File: src/rtl/sum_onehot_monitor.sv
// Run-time monitor for an operand pair: registers a + 1 and flags range, equality
// and one-hot violations as single-cycle pulses with sticky bits and saturating counters.
module sum_onehot_monitor #(
    parameter int unsigned DATA_W  = 8,
    parameter int unsigned MAX_SUM = 5,
    parameter int unsigned CNT_W   = 16
) (
    input  logic              clk,
    input  logic              rst_n,
    input  logic              en,
    input  logic              clr,
    input  logic [DATA_W-1:0] a,
    input  logic [DATA_W-1:0] b,
    output logic [DATA_W-1:0] sum,
    output logic              err_sum,
    output logic              err_neq,
    output logic              err_onehot,
    output logic              err_any,
    output logic [2:0]        sticky,
    output logic [CNT_W-1:0]  cnt_sum,
    output logic [CNT_W-1:0]  cnt_neq,
    output logic [CNT_W-1:0]  cnt_onehot
);

    localparam int NUM_CHK = 3;

    logic [DATA_W-1:0]  sum_reg;
    logic               sum_vld_reg;
    logic               err_any_reg;
    logic               a_onehot;
    logic               sum_over;
    logic [NUM_CHK-1:0] pulse_next;
    logic [NUM_CHK-1:0] pulse_q;
    logic [NUM_CHK-1:0] sticky_q;
    logic [CNT_W-1:0]   cnt_q [NUM_CHK];

    // Widen both sides so a MAX_SUM beyond the sum range simply never trips.
    assign sum_over = (64'(sum_reg) >= 64'(MAX_SUM));
    assign a_onehot = (a != '0) && ((a & (a - DATA_W'(1))) == '0);

    always_comb begin
        pulse_next    = '0;
        pulse_next[0] = en & sum_vld_reg & sum_over;
        pulse_next[1] = en & (a == b);
        pulse_next[2] = en & ~a_onehot;
    end

    always_ff @(posedge clk) begin
        if (!rst_n) begin
            sum_reg     <= '0;
            sum_vld_reg <= 1'b0;
            err_any_reg <= 1'b0;
        end else begin
            sum_reg     <= a + DATA_W'(1);
            sum_vld_reg <= 1'b1;
            err_any_reg <= |pulse_next;
        end
    end

    // Bit order of every per-check vector: 0 = sum, 1 = neq, 2 = onehot.
    generate
        for (genvar gi = 0; gi < NUM_CHK; gi++) begin : g_chk
            logic             pulse_reg;
            logic             sticky_reg;
            logic [CNT_W-1:0] cnt_reg;

            always_ff @(posedge clk) begin
                if (!rst_n) begin
                    pulse_reg  <= 1'b0;
                    sticky_reg <= 1'b0;
                    cnt_reg    <= '0;
                end else begin
                    pulse_reg <= pulse_next[gi];
                    if (clr) begin
                        sticky_reg <= pulse_next[gi];
                        cnt_reg    <= CNT_W'(pulse_next[gi]);
                    end else if (pulse_next[gi]) begin
                        sticky_reg <= 1'b1;
                        if (cnt_reg != '1) begin
                            cnt_reg <= cnt_reg + CNT_W'(1);
                        end
                    end
                end
            end

            assign pulse_q[gi]  = pulse_reg;
            assign sticky_q[gi] = sticky_reg;
            assign cnt_q[gi]    = cnt_reg;
        end
    endgenerate

    assign sum        = sum_reg;
    assign err_sum    = pulse_q[0];
    assign err_neq    = pulse_q[1];
    assign err_onehot = pulse_q[2];
    assign err_any    = err_any_reg;
    assign sticky     = sticky_q;
    assign cnt_sum    = cnt_q[0];
    assign cnt_neq    = cnt_q[1];
    assign cnt_onehot = cnt_q[2];

endmodule

File: config.mk
export PLATFORM = sky130hd
export DESIGN_NAME = sum_onehot_monitor
export DESIGN_NICKNAME = d
export VERILOG_FILES = /design/src/rtl/sum_onehot_monitor.sv
export SDC_FILE = /design/constraint.sdc
export NUM_CORES = 1
export LEC_CHECK = 0
export BUFFER_PORTS_ARGS = -buffer_cell sky130_fd_sc_hd__buf_2
export CAP_MARGIN = 10
export CORE_ASPECT_RATIO = 0.5
export CORE_UTILIZATION = 41
export DETAILED_ROUTE_END_ITERATION = 10
export PLACE_DENSITY_LB_ADDON = 0.1
export SLEW_MARGIN = 15
export SYNTH_ARGS = -nofsm -noshare
export SYNTH_HDL_FRONTEND = slang
export SYNTH_SLANG_ARGS = --single-unit
File: constraint.sdc
create_clock -name clk -period 7.27 [get_ports clk]
set_input_delay 1.454 -clock clk [delete_from_list [all_inputs] [get_ports clk]]
set_output_delay 1.454 -clock clk [all_outputs]
set_load 0.05 [all_outputs]
* Yosys cells after proc, flatten, opt, wreduce, memory -nomap -nowiden
Index checks and enable logic that the tools add are counted.
** Cells by class
- Equal/unequal tests :: 4
- Add/sub/neg operators :: 5
- Bitwise logic cells :: 7
- $lt $le $gt $ge :: 1
- Muxes and demuxes :: 16
- Reductions and logical operators :: 17
** Operators by type and width (count)
- 16-bit by 1-bit adder with 16-bit output (second input constant) :: 3
- 16-bit != test (second input constant) :: 3
- 1-bit 2-to-1 mux :: 16
- 2-bit AND reduction :: 6
- 2-bit nonzero test :: 6
- 8-bit by 1-bit adder with 8-bit output (second input constant) :: 1
- 8-bit AND :: 1
- 8-bit == test :: 1
- 8-bit by 3-bit >= comparator with 1-bit output (second input constant) :: 1
- 8-bit zero test :: 1
- 8-bit nonzero test :: 1
- 8-bit by 1-bit subtractor with 8-bit output (second input constant) :: 1
- 1-bit AND :: 4
- 3-bit OR reduction :: 1
- 1-bit NOT :: 2
- 2-bit OR reduction :: 1
- 1-bit logical AND :: 1
** Storage, ports and cells
- Register bits after elaboration :: 64
- Logic and storage cells :: 65
- Output and inout port bits :: 63

* Logic depth before layout (Yosys ltp)
Gate-level depths: netlist of run 1.
- Word-level depth :: 8
- Mapped depth :: 10
- Depth with buffers taken out :: 8

* Worst setup path after synthesis of run 1
OpenSTA, ideal clock, no wires.
- Path kind :: input to register
- Start point :: input a[4]
- End point :: register g_chk[2].cnt_reg[9] (netlist: cnt_onehot[9])
- Library setup time :: 0.060 ns
- Required time :: 7.210 ns
- Arrival :: 3.250 ns
- Slack :: 3.959 ns
- Stages on the path :: 8
- Cell sequence :: buf_2 or3_4 or4_4 o211ai_2 nor2_2 buf_6 or4_1 nand2_1
** Between the ends
- Cells in the longest elaborated chain, start to end :: 7
- Elaborated cells between the ends (all ways) :: 8
** RTL lines
- start: declaration :: RTL line 12 : input logic [DATA_W-1:0] a,
- 8-bit by 1-bit subtractor with 8-bit output :: RTL line 39 : assign a_onehot = (a != '0) && ((a & (a - DATA_W'(1))) == '0);
- 8-bit AND :: RTL line 39
- 8-bit zero test :: RTL line 39
- 1-bit logical AND (*) :: RTL line 39
- 1-bit NOT (*) :: RTL line 45 : pulse_next[2] = en & ~a_onehot;
- 1-bit AND (*) :: RTL line 45
- 2-bit AND reduction (no source line) (*)
- end signal: assignment :: RTL line 76 : cnt_reg <= CNT_W'(pulse_next[gi]);
- end signal: assignment :: RTL line 80 : cnt_reg <= cnt_reg + CNT_W'(1);
- end: declaration :: RTL line 65 : logic [CNT_W-1:0] cnt_reg;
Every way passes the cells marked *; elsewhere a longest branch is shown, timed or not.
A chain may end at the register's enable or synchronous reset.

* Worst setup path after layout of run 1
- Start point :: input a[0]
- End point :: register err_any_reg (netlist: err_any)
** Between the ends
- Cells in the longest elaborated chain, start to end :: 7
- Elaborated cells between the ends (all ways) :: 10
** RTL lines
- 8-bit by 1-bit subtractor with 8-bit output :: RTL line 39
- 8-bit AND :: RTL line 39
- 8-bit zero test :: RTL line 39
- 1-bit logical AND :: RTL line 39
- 1-bit NOT :: RTL line 45
- 1-bit AND :: RTL line 45
- 3-bit OR reduction (*) :: RTL line 56 : err_any_reg <= |pulse_next;
- end signal: assignment :: RTL line 56
- end: declaration :: RTL line 29 : logic err_any_reg;
Marks and branches as above.

==> results of run 1 <==
[power by group through the flow]
stage | combinational, W | clock [W] | sequential, W
2_1_floorplan | 0.0000358 | 0 | 0.000385
3_3_place_gp | 0.0000708 | 0 | 0.000368
3_5_place_dp | 0.0000714 | 0 | 0.000368
4_1_cts | 0.0000717 | 0.000411 | 0.000361
5_1_grt | 0.0000764 | 0.000428 | 0.000361
6_report | 0.0000711 | 0.000400 | 0.000361
[cells in the mapped netlist (2+ instances only)]
| cell | count |
|---|---|
| mux2i_1 | 3 |
| nand2_1 | 31 |
| o21ai_1 | 6 |
| or4_1 | 7 |
| nor3_1 | 5 |
| nor2b_1 | 4 |
| o22ai_1 | 3 |
| buf_2 | 3 |
| nand3b_1 | 4 |
| buf_1 | 2 |
| buf_4 | 3 |
| nand3_1 | 25 |
| dfxtp_1 | 64 |
| and4_1 | 3 |
| ha_1 | 6 |
| o31ai_1 | 2 |
| or3_1 | 12 |
| inv_1 | 8 |
| and3_1 | 17 |
| o211ai_1 | 4 |
| xnor2_1 | 15 |
| a2111oi_0 | 2 |
| clkbuf_1 | 11 |
| o21ai_0 | 8 |
| buf_6 | 2 |
| and2_1 | 14 |
| a21oi_1 | 12 |
| nand4_1 | 23 |
| nor2_1 | 43 |
| nand2b_1 | 4 |
| xor2_1 | 25 |
[per-layer routing]
layer | part of all wire (%) | vias to the layer above | wire length, µm | GRT usage [%]
met2 | 46 | 66 | 3518 | 32.04
met3 | 4.1 | 6 | 313 | 5.698
li1 | - | 1517 | - | -
met4 | 0.64 | 0 | 49 | 5.060
met5 | 0 | - | 0 | 0
met1 | 49 | 1415 | 3718 | 23.34
[through the flow]
stage               worst slack (ns)  cells  hold slack [ns]  area, µm²  total power, W
floorplan                      3.959    387           0.4168       3226       0.0004204
global placement               3.438    557           0.4297       3679       0.0004386
detailed placement             3.382    557           0.4333       3679       0.0004394
CTS                            3.709    573           0.4420       3964       0.0008433
global route                   3.557    573           0.4708       3964       0.0008660
finish                         3.711    573           0.4385       3964       0.0008316
[kinds of logic after synthesis]
logic type	after synthesis	share of synthesized area (%)
AO/OA/AOI/OAI	45	8.767
XOR/XNOR	40	10.86
adder cells (fa/ha/maj)	6	2.327
buffers and inverters	30	4.461
flip-flops	64	39.72
multiplexers	3	0.9310
AND/OR/NAND/NOR	199	32.93
[cell type report]
type                       instances  area share (%)
inverter                           8          0.7576
clock buffer                      13           6.818
clock inverter                     3          0.3788
tap                              108           3.409
multi-input combinational        293           45.58
timing repair buffer              84           10.73
sequential                        64           32.32
[worst paths after layout]
| path | slack (ns) | cells past startpoint | endpoint |
|---|---|---|---|
| worst max-delay path | 3.71 | 7 | err_any |
| worst min-delay path | 0.44 | 2 | g_chk[0].sticky_reg |
| worst max register to register | 5.10 | 6 | cnt_onehot[12] |
| worst min register to register | 0.44 | 2 | g_chk[0].sticky_reg |
[critical path: stages]
cell and delay [ns]:
buf_2 0.14, or3_1 0.36, a2111oi_0 0.48, o211ai_2 0.19, nor2_2 0.63, nor2b_1 0.19, o31a_1 0.33
[cells in the final DEF, fill, tap and decap left out, types with 2 or more instances in the layout]
master,n
a21oi_1,12
and2_1,14
and3_1,17
and4_1,3
buf_2,82
buf_4,2
clkbuf_16,9
clkbuf_8,3
clkinv_2,3
dfxtp_1,64
ha_1,6
inv_1,8
mux2i_1,3
nand2_1,31
nand2b_1,4
nand3_1,25
nand3b_1,4
nand4_1,23
nor2_1,43
nor2b_1,4
nor3_1,5
o211ai_1,4
o21ai_0,8
o21ai_1,6
o22ai_1,3
o31ai_1,2
or3_1,12
or4_1,7
xnor2_1,15
xor2_1,25
==> results.yml, run 1 <==
sta:
  tightest_slew_ns: 1.020
  max_freq_ghz: 0.2810
  max_slew_margin_pct: 31.85
  slew_viol_final: 0
  min_period_ns: 3.559
  fin_skew_ns: 0.005759
  fin_setup_tns_ns: 0
  hold_violations: 0
  setup_viol_count_final: 0
  rsz0062_at_grt: "no"
  finalCritPeriodShare_pct: 48.95
yosys:
  syn_area_um2: 3226
  synth.distinct_cells: 47
  synth_nets: 413
  async_flop_share_pct: 0
  synth_warnings: 0
  synth_seq_cells: 64
  synth_ff_type: "dfxtp_1"
  synth_top_area_share_pct: 39.72
  yosysTopAreaCell: "dfxtp_1"
  ys_seq_area_share_pct: 39.72
  syn_area_per_cell_um2: 8.335
  synthTopCellsByArea: "dfxtp_1 40%, xor2_1 6.8%, nor2_1 5.0%"
  synth_edf_count: 0
  synth_cells: 387
power:
  p_switching_w: 0.0001967
  clkPwrFrac_pct: 48.1
  swShare_pct: 23.65
  powerDensity_nw_per_um2: 209.8
  internal-power_w: 0.0006349
  irDropWorstVdd_mv: 0.1476
  combPwrFrac_pct: 8.6
  p_leak_nw: 1.662
  seqPwrFrac_pct: 43.4
critical_path:
  cp_max_fo: 22
  worstSetupEndpointType: "flop"
  start_kind: "input pin"
  critPathRequiredTime_ns: 7.48
  criticalPathCategory: "in2reg"
  r2r_start: "cnt_onehot[0]"
  critPathLaunch: "a[0]"
  worstPathArrival_ns: 3.77
grt:
  antenna_found_initial: 0
  grt_max_degree: 35
  grt_pass1_wl_mm: 12.20
  grt_overflow: 0
  track_usage_pct: 18.86
  grt_pass1_vias: 2638
clocking:
  cts_resized: 0
  tritoncts: "done"
  ctsLongestPathBuffers: 2
  clock_sinks: 64
  cts_inserted_buffers: 9
  clkTransAtPathRegs_ns: 0.05
  clkLatencyLatePin_ns: 0.32
  cts_hold_buf: 0
  htree_levels: 3
  clock-root-buffer: "clkbuf_16"
  postCtsSetupBuffers: 0
layout:
  area_delta_synth_final_pct: 22.89
  fill_cells: 732
  utilization_pct: 53.14
  multi_input_area_um2: 1807
  seqCellArea_um2: 1281
  num_antenna_cells: 0
  fin_nets: 486
  drive_above_1_share_pct: 23.01
placement:
  portBuffers: 82
  dp_hpwl_mm: 5.533
  routabilityCongestion: 0.8044
hold_path:
  min_path_type: "reg2reg"
  worst_hold_startpoint: "g_chk[0].sticky_reg"
routing:
  wire_per_inst_um: 13.26
  firstDrtPassIters: 4
  routed_via_density: 5.243
  final_antenna_net_count: 0
  route.detailed.drc: 0
  routed_wl_mm: 7.600
  drt_iter0_markers: 121
  num_vias: 3004
job:
  max_cap_violations: 0
floorplanning:
  num_rows: 22
  die_w_um: 127.4
  die_h_um: 64.72
  start_util_pct: 43.24
  core_area_um2: 7460
  ios: 83
  dieArea_um2: 8248
status:
  status: "complete, no violations"
(Power assumes the default switching activity.)
==> run 2, diff against run 1 <==
- clock period: 7.27 -> 3.4 ns (I/O delays scaled with it)
==> run 2 against run 1 <==
Against the previous run: utilization fell by 0.22 points; setup slack got worse by 2.8 ns; first-iteration DRC count up 50%; clock power up 100%; wire length up 3.1%.
==> results.yml, run 2 (same netlist as run 1, synthesis figures left out) <==
status:
  status: "complete, no violations"
layout:
  final_cell_area_um2: 3948
  fin_nets: 487
  fill_cells: 721
  drive_above_1_share_pct: 22.68
  layout.cells.non_filler: 571
  area_delta_synth_final_pct: 22.38
  num_antenna_cells: 0
  layout_common_cells: "82 x buf_2, 64 x dfxtp_1, 43 x nor2_1"
  final_common_cell: "buf_2"
floorplanning:
  die_w_um: 127.4
  start_util_pct: 43.24
  die_h_um: 64.72
  dieArea_um2: 8248
  ios: 83
  core_area_um2: 7460
  num_rows: 22
grt:
  grt_overflow: 0
  track_usage_pct: 20.22
  grt_pass1_wl_mm: 13.05
  antenna_found_initial: 0
  grt_pass1_vias: 2725
  grt_max_degree: 30
sta:
  fin_setup_tns_ns: 0
  tightest_slew_ns: 1.083
  max_slew_margin_pct: 27.68
  rsz0062_at_grt: "no"
  whs_ns: 0.4387
  hold_violations: 0
  finalCritPeriodShare_pct: 73.75
  slew_viol_final: 0
  max_freq_ghz: 0.3988
  min_period_ns: 2.508
  fin_skew_ns: 0.006999
  setup_viol_count_final: 0
placement:
  dpl.cell_count: 558
  portBuffers: 82
  dp_hpwl_mm: 5.665
  routabilityCongestion: 0.8148
  dpl_cell_area_um2: 3686
routing:
  final_antenna_net_count: 0
  num_vias: 2981
  firstDrtPassIters: 5
  route.detailed.drc: 0
  routed_wl_mm: 7.832
  wire_per_inst_um: 13.72
  routed_via_density: 5.221
  drt_iter0_markers: 181
critical_path:
  r2r_setup_slack_ns: 1.23
  start_kind: "input pin"
  critPathRequiredTime_ns: 3.58
  criticalPathCategory: "in2reg"
  worstPathArrival_ns: 2.69
  cp_max_fo: 12
  worstSetupEndpointType: "flop"
  r2r_end: "cnt_onehot[12]"
  r2r_start: "cnt_onehot[0]"
  worstRegToRegCells: 6
clocking:
  htree_levels: 3
  tritoncts: "done"
  clock_sinks: 64
  postCtsSetupBuffers: 0
  cts_inserted_buffers: 9
  ctsLongestPathBuffers: 2
  clock-root-buffer: "clkbuf_16"
  clkTransAtPathRegs_ns: 0.05
  cts_resized: 0
  cts_hold_buf: 0
  clkLatencyLatePin_ns: 0.32
job:
  max_cap_violations: 0
power:
  powerDensity_nw_per_um2: 440.0
  p_leak_nw: 1.653
  finalPower_w: 0.001737
  irDropWorstVdd_mv: 0.2336
hold_path:
  min_to: "g_chk[1].sticky_reg"
  worst_hold_startpoint: "g_chk[1].sticky_reg"
  min_path_cells: 2
  min_path_type: "reg2reg"
-- run 2: changes by cell type in the layout (fill, tap and decap cells not counted) --
cell	change
buf_4	+1
clkbuf_8	-1
clkinv_2	-2
-- run 2: area by class of cell --
cell class / instances / area [µm²] / area share [%]
Multi-Input combinational cell: 293 / 1807 / 45.77
Clock inverter: 1 / 5.005 / 0.1268
Inverter: 8 / 30.03 / 0.7607
Tap cell: 108 / 135.1 / 3.423
Sequential cell: 64 / 1281 / 32.46
Clock buffer: 12 / 256.5 / 6.498
Timing Repair Buffer: 85 / 432.9 / 10.97
-- run 2: worst max-delay path by stage --
| stage | depth (start not counted) | end | slack (ns) | start |
|---|---|---|---|---|
| 6_report | 8 | cnt_onehot[4] | 0.89 | a[0] |
| 5_1_grt | 8 | cnt_onehot[2] | 0.63 | a[0] |
| 4_1_cts | 8 | cnt_onehot[4] | 0.89 | a[0] |
| 3_5_place_dp | 8 | cnt_onehot[4] | 0.57 | a[0] |
| 3_3_place_gp | 8 | cnt_onehot[4] | 0.61 | a[0] |
| 2_1_floorplan | 8 | cnt_onehot[9] | 0.86 | a[4] |
-- run 2: routing by layer --
layer  wire length [µm]  GRT usage [%]  vias to the layer above  share of wire, %
li1                   -              -                     1508                 -
met2               3629          32.45                       63                46
met3                356          5.202                        6               4.5
met4                 49          9.226                        0              0.63
met5                  0              0                        -                 0
met1               3797          25.68                     1404                48
-- run 2: power breakdown --
part / total, W / internal [W] / switching [W]
registers: 0.000772 / 0.000764 / 0.00000726
clock network: 0.000812 / 0.000518 / 0.000293
logic: 0.000154 / 0.0000453 / 0.000108
total: 0.00174 / 0.00133 / 0.000409
-- run 2: through the flow --
step / setup slack [ns] / utilization (%)
final: 0.8924 / 52.92
after global routing: 0.6264 / 52.92
after CTS: 0.8865 / 52.92
after detailed placement: 0.5719 / 49.41
after global placement: 0.6095 / 49.41
after floorplan: 0.8631 / -
-- run 2: critical path: stages --
cell and delay (ns):
buf_2 0.14, or3_1 0.36, a2111oi_0 0.48, o211ai_2 0.19, nor2_2 0.40, buf_4 0.26, or3_1 0.12, a21oi_1 0.06
==> run 3, diff against run 2 <==
- clock period: 3.4 -> 2.15 ns (I/O delays scaled with it)
==> run 3 against run 2 <==
Against the previous run: sequential power up 58%; sequential share of layout area down 1.9 points; final cell count rose by 4.6%; cell area grew 6.3%; worst hold slack improved by 0.0099 ns; clock skew fell by 0.0016 ns; die area unchanged; clock-buffer cell count down 2; total power rose by 61%; utilization rose by 3.3 points; register-to-register slack worse by 1.1 ns; setup slack worse by 0.83 ns.
==> results.yml, run 3 (same netlist as run 1, synthesis figures left out) <==
clocking:
  ctsLongestPathBuffers: 2
  clkTransAtPathRegs_ns: 0.05
  htree_levels: 3
  clkLatencyLatePin_ns: 0.32
  cts_inserted_buffers: 9
  clock_sinks: 64
  cts_resized: 0
  tritoncts: "done"
  cts_hold_buf: 0
  clock-root-buffer: "clkbuf_16"
  postCtsSetupBuffers: 0
floorplanning:
  core_area_um2: 7460
  die_h_um: 64.72
  ios: 83
  die_w_um: 127.4
  dieArea_um2: 8248
  start_util_pct: 43.24
  num_rows: 22
hold_path:
  min_path_type: "in2reg"
  min_path_cells: 3
grt:
  grt_max_degree: 30
  antenna_found_initial: 0
  grt_pass1_vias: 2744
  grt_overflow: 0
  grt_pass1_wl_mm: 13.34
  track_usage_pct: 20.65
critical_path:
  cp_top_family: "simple AND/OR/NAND/NOR gates"
  path_depth: 8
  path_cells: "buf_2 -> or3_4 -> or4_4 -> o211ai_4 -> buf_6 -> o21ai_2 -> or4_4 -> a21oi_1"
  crit_buf_inv: 2
  max_stage_delay_ns: 0.53
  cp_max_fo: 6
  start_kind: "input pin"
  cpMostUsedCell: "or4_4"
  cp_slowest_cell: "or4_4"
  worstRegToRegCells: 6
  criticalPathCategory: "in2reg"
  worstSetupEndpointType: "flop"
  critPathRequiredTime_ns: 2.40
  worstPathArrival_ns: 2.34
sta:
  tightest_slew_ns: 0.5237
  finalCritPeriodShare_pct: 97.23
  min_period_ns: 2.090
  max_freq_ghz: 0.4784
  whs_ns: 0.4487
  slew_viol_final: 0
  setup_ws_ns: 0.05955
  fin_skew_ns: 0.005360
  max_slew_margin_pct: 65.08
  rsz0062_at_grt: "no"
  hold_violations: 0
  setup_viol_count_final: 0
routing:
  top_layer: "met4"
  wl_met3_um: 293
  final_antenna_net_count: 0
  drt_iter0_markers: 190
  route.detailed.drc: 0
  firstDrtPassIters: 4
  routed_wl_mm: 8.142
  met1_length_mm: 4.148
  dr_wl_met2_mm: 3.663
  wire_per_inst_um: 13.64
  routed_via_density: 5.268
  num_vias: 3145
power:
  p_leak_nw: 1.773
  irDropWorstVdd_mv: 0.3918
  powerDensity_nw_per_um2: 667.0
  finalPower_w: 0.002798
placement:
  dpl.cell_count: 581
  routabilityCongestion: 0.8243
  portBuffers: 82
  dpl_cell_area_um2: 3910
  pre_cts_slack_ns: -0.2734
  dp_hpwl_mm: 6.175
layout:
  drive_above_1_share_pct: 28.22
  fin_nets: 510
  final_common_cell: "buf_2"
  area_delta_synth_final_pct: 30.06
  layout.cells.non_filler: 597
  layout_common_cells: "82 x buf_2, 62 x dfxtp_1, 43 x nor2_1"
  num_antenna_cells: 0
  final_cell_area_um2: 4195
job:
  max_cap_violations: 0
status:
  status: "complete, no violations"
==> run 3: cell count changes in the layout (fill, tap and decap cells not counted), sizes merged <==
cell,delta
clkinv,+3
clkbuf,-2
buf,+23
clkinvlp,+2
==> run 3: worst reg2reg max path: stages, from the launching register on <==
cell     delay (ns)
dfxtp_1        0.36
ha_2           0.22
and2_1         0.18
and3_2         0.25
or4_1          0.52
or3_1          0.32
a21oi_1        0.13
==> run 3: worst paths after layout <==
| check | startpoint | to | slack, ns |
|---|---|---|---|
| setup / recovery | a[4] | cnt_onehot[10] | 0.06 |
| hold / removal | a[0] | sum[0] | 0.45 |
| setup reg to reg | cnt_onehot[0] | cnt_onehot[12] | 0.09 |
| hold reg to reg | g_chk[0].sticky_reg | g_chk[0].sticky_reg | 0.45 |
==> run 3: final cells by class <==
cell class | count | area (µm²)
multi-input combinational | 293 | 1851
sequential | 64 | 1284
fill | 697 | 3264
inverter | 8 | 30.03
timing repair buffer | 108 | 621.8
tap | 108 | 135.1
clock inverter | 6 | 35.03
clock buffer | 10 | 239.0
==> run 3: where the power goes <==
part,total (W),internal (W),switching [W]
combinational,0.000271,0.0000912,0.000180
sequential,0.00122,0.00121,0.0000117
clock,0.00131,0.000801,0.000506
total,0.00280,0.00210,0.000698
==> run 3: through the flow <==
step	setup TNS, ns	util, %
2_1_floorplan	-1.073	-
3_3_place_gp	-2.184	52.42
3_5_place_dp	-3.174	52.42
4_1_cts	0	56.09
5_1_grt	0	56.24
6_report	0	56.24
==> run 3: routing by layer <==
layer  vias up  global-route usage [%]
met5         -                       0
met4         0                   6.399
met3         6                   5.945
met2        61                   31.15
met1      1506                   28.37
li1       1572                       -
